File: src/rtl/tree_multiplier.sv
// Unsigned SIZE x SIZE multiplier built from a carry-save reduction tree.
// AND-array partial products are compressed with banks of full adders (3:2)
// until two rows remain, then summed by one carry-propagate adder into the
// registered product c. over flags a product wider than SIZE bits.
// Build option: define TREE_MULTIPLIER_PIPE_EN to register the two tree
// output rows ahead of the final adder (latency 2 instead of 1).
module tree_multiplier #(
    parameter int SIZE = 8
) (
    input  logic              clk,
    input  logic              rst_n,
    input  logic [SIZE-1:0]   a,
    input  logic [SIZE-1:0]   b,
    output logic              over,
    output logic [2*SIZE-1:0] c
);

    localparam int W = 2 * SIZE;

    // Rows remaining after lvl reduction levels: each complete group of
    // three rows becomes a sum row and a carry row, leftovers pass through.
    function automatic int rows_after(input int lvl);
        int r;
        r = SIZE;
        for (int i = 0; i < lvl; i++) begin
            r = 2 * (r / 3) + (r % 3);
        end
        return r;
    endfunction

    function automatic int num_levels();
        int r;
        int n;
        r = SIZE;
        n = 0;
        while (r > 2) begin
            r = 2 * (r / 3) + (r % 3);
            n++;
        end
        return n;
    endfunction

    localparam int NLEV = num_levels();

    logic [W-1:0] pp [SIZE];
    logic [W-1:0] row_x;
    logic [W-1:0] row_y;
    logic [W-1:0] sum_d;
    logic [W-1:0] c_d;
    logic         over_d;
    logic [W-1:0] c_q;
    logic         over_q;

    // Partial product row j is a gated by b[j], weighted by 2^j.
    for (genvar j = 0; j < SIZE; j++) begin : g_pp
        assign pp[j] = W'(a & {SIZE{b[j]}}) << j;
    end

    // Each level is a separate generate scope so the rows of one level never
    // share a variable with the rows that feed it.
    for (genvar l = 0; l < NLEV; l++) begin : g_lvl
        localparam int R  = rows_after(l);
        localparam int G  = R / 3;
        localparam int RN = rows_after(l + 1);

        logic [W-1:0] rin  [R];
        logic [W-1:0] rout [RN];

        if (l == 0) begin : g_src_pp
            assign rin = pp;
        end else begin : g_src_lvl
            assign rin = g_lvl[l-1].rout;
        end

        // Full adder per column: sum stays in place, carry moves one column
        // up. The carry out of the top column is dropped; the product always
        // fits in W bits so the arithmetic is exact modulo 2^W.
        for (genvar g = 0; g < G; g++) begin : g_csa
            assign rout[2*g]   = rin[3*g] ^ rin[3*g+1] ^ rin[3*g+2];
            assign rout[2*g+1] = ((rin[3*g]   & rin[3*g+1]) |
                                  (rin[3*g]   & rin[3*g+2]) |
                                  (rin[3*g+1] & rin[3*g+2])) << 1;
        end

        for (genvar p = 0; p < R - 3 * G; p++) begin : g_pass
            assign rout[2*G+p] = rin[3*G+p];
        end
    end

    if (NLEV == 0) begin : g_rows_pp
        assign row_x = pp[0];
        assign row_y = pp[1];
    end else begin : g_rows_tree
        assign row_x = g_lvl[NLEV-1].rout[0];
        assign row_y = g_lvl[NLEV-1].rout[1];
    end

`ifdef TREE_MULTIPLIER_PIPE_EN
    logic [W-1:0] row_x_q;
    logic [W-1:0] row_y_q;

    // Pipeline stage between the reduction tree and the final adder.
    always_ff @(posedge clk) begin
        if (!rst_n) begin
            row_x_q <= '0;
            row_y_q <= '0;
        end else begin
            row_x_q <= row_x;
            row_y_q <= row_y;
        end
    end

    assign sum_d = row_x_q + row_y_q;
`else
    assign sum_d = row_x + row_y;
`endif

    // over is derived from the same sum that is loaded into c, so the two
    // outputs can never disagree.
    always_comb begin
        c_d    = sum_d;
        over_d = |sum_d[W-1:SIZE];
    end

    // Output register: loads every cycle, cleared by synchronous reset.
    always_ff @(posedge clk) begin
        if (!rst_n) begin
            c_q    <= '0;
            over_q <= 1'b0;
        end else begin
            c_q    <= c_d;
            over_q <= over_d;
        end
    end

    assign c    = c_q;
    assign over = over_q;

endmodule

File: config.mk
export PLATFORM = sky130hd
export DESIGN_NAME = tree_multiplier
export DESIGN_NICKNAME = d
export VERILOG_FILES = /design/src/rtl/tree_multiplier.sv
export SDC_FILE = /design/constraint.sdc
export NUM_CORES = 1
export LEC_CHECK = 0
export BUFFER_PORTS_ARGS = -buffer_cell sky130_fd_sc_hd__buf_2
export CAP_MARGIN = 20
export CORE_MARGIN = 2
export CORE_UTILIZATION = 57
export CTS_CLUSTER_SIZE = 14
export DETAILED_ROUTE_END_ITERATION = 16
export PLACE_DENSITY = 0.9
export RECOVER_POWER = 100
export SLEW_MARGIN = 20
export SYNTH_ARGS = -nofsm -noshare
export SYNTH_HDL_FRONTEND = slang
export SYNTH_SLANG_ARGS = --single-unit
File: constraint.sdc
create_clock -name clk -period 10.45 [get_ports clk]
set_clock_uncertainty 0.05 [all_clocks]
set_input_delay 2.09 -clock clk [delete_from_list [all_inputs] [get_ports clk]]
set_output_delay 2.09 -clock clk [all_outputs]
set_load 0.01 [all_outputs]
==> metrics, run 1 <==
status completed; Via-to-Cell Ratio 5.39; Clk pwr share 9.7%; pwr/cell area 186 nW/um^2; Num CTS Buffers 3; Die Width 68.2 microns; fin. max-slew vios 0; Data required, critical path 10.53 ns; all-layer global routing usage 21.4%; Avg Cell Area, Syn 9.45 sq um; Rows 23; pin count of the biggest net entering global routing 16; DR vias 1812; max-cap violations 0; gr ovfl total 0; design area 2590 sq um; Antenna Nets Post-Route 0; post-synth net total 331; setup violators final 0; power share of the combinational group 71.8%; Sw Ratio 45.8%; minimum clock period 6.14 ns; Critical Path Sink over; relative slew slack 70.8%; CTS max path bufs 2; Min-Delay Path Class in2reg; cts-stage hold buffer count 0; DRC viols 0; Psw 0.221 mW; setup TNS 0 ns; wire per inst 13.4 microns; FMAX 0.163 GHz; dpl cells 332; unrepaired setup endpoints after global routing no; vias in the first global route 1831; Crit Path Class in2reg; CP max FO 8; Hold Startpoint b[0]; Die Area 4660 sq um; DRT iter0 DRCs 68; Finished Layout Cells 336; final hold violation count 0; HPWL after detailed placement 3870 microns; sequential area share after synthesis 14.5%; Lkg Pwr 1.27 nW; Core Util, Final 64.9%; layout cells sized above 1 7.34%; commonest non-fill, non-tap cell in the layout and2_1; commonest cells after routing, fill and taps aside and2_1 (51), fa_1 (39), inv_1 (36), ha_1 (25), nand2_1 (23); CTS Sinks 17; Cell Int Power 0.261 mW; die height 68.2 microns; # nets final 369; area of the mapped netlist 2350 sq um; first-pass GRT wire length 7620 microns; Reg clk slew, reported paths 0.06 ns; IO buf count 34; clk root buf clkbuf_8; CP startpoint a[0]; maximum VDD drop 0.0891 mV; Std-Cell Core Area 4000 sq um; DP Area 2580 sq um; Yosys cell types 33; #FFs+latches synth 17; Final Wtd Congestion 0.849; period utilisation layout 58.7%; nature of the critical path startpoint input port; Initial Util 58.8%; CTS tree done; Ant. Diodes 0; Area growth syn-to-layout 10.3%; setup bufs post-CTS 0; fill count 351; CP arrival 6.22 ns; # IOs 35; drt total wl 4500 microns; H-tree levels 1; quantity of gates resized following cts 0; Initial DRT Pass Iterations 4; CP endpoint kind flip-flop; initial antenna violation count 0; Seq pwr share 18.5%; Ys Warns 0; slew at the pin closest to its max-slew limit 0.438 ns; Cells after Synth 249
[area by class of cell]
cell class,instances,area [sq um],area share [%]
inverter,36,135,5.21
clock buffer,4,45.0,1.74
timing repair buffer,34,145,5.59
multi-input combinational,195,1870,71.9
tap,50,62.6,2.41
sequential,17,340,13.1
[cell families after synthesis]
kind of cell,Yosys count,synth area share [%]
adder cells (fa/ha/maj),64,46.5
AND/OR/NAND/NOR,99,23.1
flip-flops,17,14.5
AO/OA/AOI/OAI,26,7.50
XOR/XNOR,6,2.55
buffers and inverters,37,5.90
[metrics by stage]
step	power, mW	hold slack (ns)	setup WS, ns
finish	0.482	2.16	4.31
global route	0.537	2.15	4.12
CTS	0.494	2.13	4.39
detailed placement	0.444	2.39	4.16
global placement	0.427	2.38	4.27
floorplan	0.359	2.16	4.55
[power by group through the flow]
stage / Sequential (mW) / Combinational, mW / Clock, mW
finish: 0.0891 / 0.346 / 0.0466
global route: 0.0905 / 0.396 / 0.0506
CTS: 0.0886 / 0.358 / 0.0475
detailed placement: 0.0899 / 0.354 / 0
global placement: 0.0896 / 0.338 / 0
floorplan: 0.101 / 0.258 / 0
[cell usage after synthesis (all sizes together)]
| master | count | area, sq um |
|---|---|---|
| o221ai | 1 | 8.76 |
| xor2 | 3 | 33.8 |
| nor3 | 3 | 20.0 |
| and2 | 54 | 339 |
| nand3 | 5 | 25.0 |
| ha | 25 | 313 |
| o31a | 1 | 8.76 |
| and3 | 1 | 6.26 |
| inv | 36 | 135 |
| a21o | 3 | 22.5 |
| a21oi | 5 | 25.0 |
| o211ai | 1 | 7.51 |
| o31ai | 1 | 7.51 |
| nor2 | 10 | 37.5 |
| or4 | 1 | 11.3 |
| o2111ai | 1 | 8.76 |
| nand4bb | 1 | 11.3 |
| xnor2 | 3 | 26.3 |
| o21ai | 6 | 30.0 |
| nand2 | 23 | 86.3 |
| a211oi | 3 | 22.5 |
| o21a | 1 | 7.51 |
| dfxtp | 17 | 340 |
| a2bb2oi | 1 | 8.76 |
| fa | 39 | 781 |
| o22ai | 1 | 12.5 |
| nand2b | 1 | 6.26 |
| clkbuf | 1 | 3.75 |
| a31oi | 1 | 6.26 |
[layer usage]
metal	vias to the layer above	GRT usage [%]	wire [microns]
met5	-	0	0
met2	50	40.7	2460
met1	899	25.2	1840
met3	2	3.45	172
li1	861	-	-
met4	0	4.25	22
[how the worst min path moves through the flow]
stage / end / slack, ns / depth (start not counted)
final: c[0] / 2.16 / 2
after global routing: c[0] / 2.15 / 2
after CTS: over / 2.13 / 2
after detailed placement: over / 2.39 / 2
after global placement: over / 2.38 / 2
after floorplan: c[3] / 2.16 / 1
[state kept, by name, summed over array words and instances (netlist names)]
name / cells
c: 16
over: 1
[critical path, stage by stage]
cell and delay [ns]:
clkbuf_1 0.26, nand2_1 0.13, fa_1 0.51, fa_1 0.52, fa_1 0.51, inv_1 0.06
ha_1 0.27, ha_1 0.24, fa_1 0.42, a21oi_1 0.26, o211ai_1 0.14, o221ai_1 0.26
xor2_2 0.18, nand4bb_1 0.11, o31a_1 0.24
Note: power is estimated with default switching activity, not from simulation.
==> run 2: changes to the inputs <==
--- a/config.mk
+++ b/config.mk
@@ -8,10 +8,10 @@
 export BUFFER_PORTS_ARGS = -buffer_cell sky130_fd_sc_hd__buf_2
 export CAP_MARGIN = 20
 export CORE_MARGIN = 2
-export CORE_UTILIZATION = 57
+export CORE_UTILIZATION = 53
 export CTS_CLUSTER_SIZE = 14
 export DETAILED_ROUTE_END_ITERATION = 16
-export PLACE_DENSITY = 0.9
+export PLACE_DENSITY = 0.88
 export RECOVER_POWER = 100
 export SLEW_MARGIN = 20
 export SYNTH_ARGS = -nofsm -noshare
==> constraint.sdc (replaced) <==
create_clock -name clk -period 5.6 [get_ports clk]
set_clock_uncertainty 0.05 [all_clocks]
set_input_delay 1.12 -clock clk [delete_from_list [all_inputs] [get_ports clk]]
set_output_delay 1.12 -clock clk [all_outputs]
set_load 0.01 [all_outputs]
==> run 2 against run 1 <==
  * Sequential share of layout area about the same
  * Total power increased by 86%
  * Die area increased by 7.1%
  * Core utilization is 4.7 points lower
  * Via count grew 0.50%
  * First-iteration DRC count unchanged
  * Worst hold slack lost 0.99 ns
  * Largest cell class unchanged
  * Highest routed layer unchanged
==> metrics, run 2 (synthesis results as in run 1) <==
vias in the first global route 1919; Rows 24; Data required, critical path 5.69 ns; maximum VDD drop 0.162 mV; unrepaired setup endpoints after global routing no; Std-Cell Core Area 4320 sq um; Num CTS Buffers 3; Crit Path Class in2reg; Lkg Pwr 1.27 nW; Ant. Diodes 0; Die Width 70.6 microns; pre-CTS WS 0.294 ns; all-layer global routing usage 20.3%; FMAX 0.193 GHz; Die Area 4990 sq um; period utilisation layout 92.4%; slew at the pin closest to its max-slew limit 0.477 ns; gr ovfl total 0; layout cells sized above 1 7.69%; quantity of gates resized following cts 0; pwr/cell area 344 nW/um^2; Min-Delay Path Class in2reg; # IOs 35; setup TNS 0 ns; IO buf count 34; Core Util, Final 60.2%; Reg clk slew, reported paths 0.06 ns; DR vias 1821; CTS max path bufs 2; Initial Util 54.4%; Via-to-Cell Ratio 5.39; Area growth syn-to-layout 10.7%; status completed; commonest cells after routing, fill and taps aside and2_1 (49), fa_1 (39), inv_1 (36), ha_1 (25), nand2_1 (23); area of the multi-input gates 1870 sq um; DRC viols 0; CP endpoint kind flip-flop; HPWL after detailed placement 3890 microns; clk root buf clkbuf_8; fin. max-slew vios 0; Antenna Nets Post-Route 0; commonest non-fill, non-tap cell in the layout and2_1; setup bufs post-CTS 0; Initial DRT Pass Iterations 4; drt total wl 4450 microns; CTS tree done; Seq. cell area 340 sq um; DRT iter0 DRCs 68; minimum clock period 5.17 ns; nature of the critical path startpoint input port; Worst Setup Slack, final 0.426 ns; initial antenna violation count 0; pin count of the biggest net entering global routing 16; CTS Sinks 17; CP arrival 5.26 ns; setup violators final 0; Final Wtd Congestion 0.900; relative slew slack 68.2%; die height 70.6 microns; first-pass GRT wire length 8290 microns; final hold violation count 0; # nets final 369; fill count 396; CP max FO 8; wire per inst 13.2 microns; cts-stage hold buffer count 0; H-tree levels 1; max-cap violations 0; number of flip-flops in the largest register 16
run 2: cell types whose count changed in the layout (fill, tap and decap cells not counted):
cell     delta
and2_0      +2
and2_1      -2
o22ai_1     -1
o22ai_2     +1
run 2: worst max-delay path: stages:
cell and delay (ns):
clkbuf_1 0.26, nand2_1 0.15, fa_1 0.52, fa_1 0.52, fa_1 0.50, inv_1 0.04, ha_1 0.27, ha_1 0.24
fa_1 0.43, a21oi_1 0.26, o2111ai_1 0.20, xor2_1 0.19, nor3_2 0.18, nand4bb_1 0.12, o31a_1 0.24
run 2: cell type report:
cell class / instances / area share (%)
multi-input cells: 195 / 71.9
repair buffers: 34 / 5.57
flip-flops and latches: 17 / 13.1
clock buffers: 4 / 1.73
inverters: 36 / 5.19
well taps: 52 / 2.50
run 2: final timing paths:
| check | start | to | cells past startpoint |
|---|---|---|---|
| hold / removal | b[0] | c[0] | 2 |
| setup / recovery | a[0] | over | 15 |
run 2: report_power, final:
group	internal (mW)	switching (mW)	leakage, nW	total, mW
logic	0.278	0.365	1.11	0.642
clock network	0.0504	0.0373	0.0228	0.0877
registers	0.158	0.00834	0.141	0.166
total	0.486	0.410	1.27	0.896
run 2: metrics by stage:
step | hold WS [ns] | total power [mW] | instance area (sq um) | cells
after floorplan | 1.19 | 0.670 | 2350 | 249
after global placement | 1.41 | 0.799 | 2580 | 334
after detailed placement | 1.42 | 0.828 | 2580 | 334
after CTS | 1.15 | 0.920 | 2630 | 338
after global routing | 1.18 | 1.00 | 2600 | 338
final | 1.17 | 0.896 | 2600 | 338
run 2: layer usage:
metal / up-vias / share of wire [%] / global-route usage [%] / wire [microns]
li1: 864 / - / - / -
met1: 891 / 41 / 25.9 / 1820
met2: 54 / 53 / 36.5 / 2360
met3: 12 / 4.3 / 3.56 / 189
met4: 0 / 1.7 / 4.40 / 75
met5: - / 0 / 0 / 0
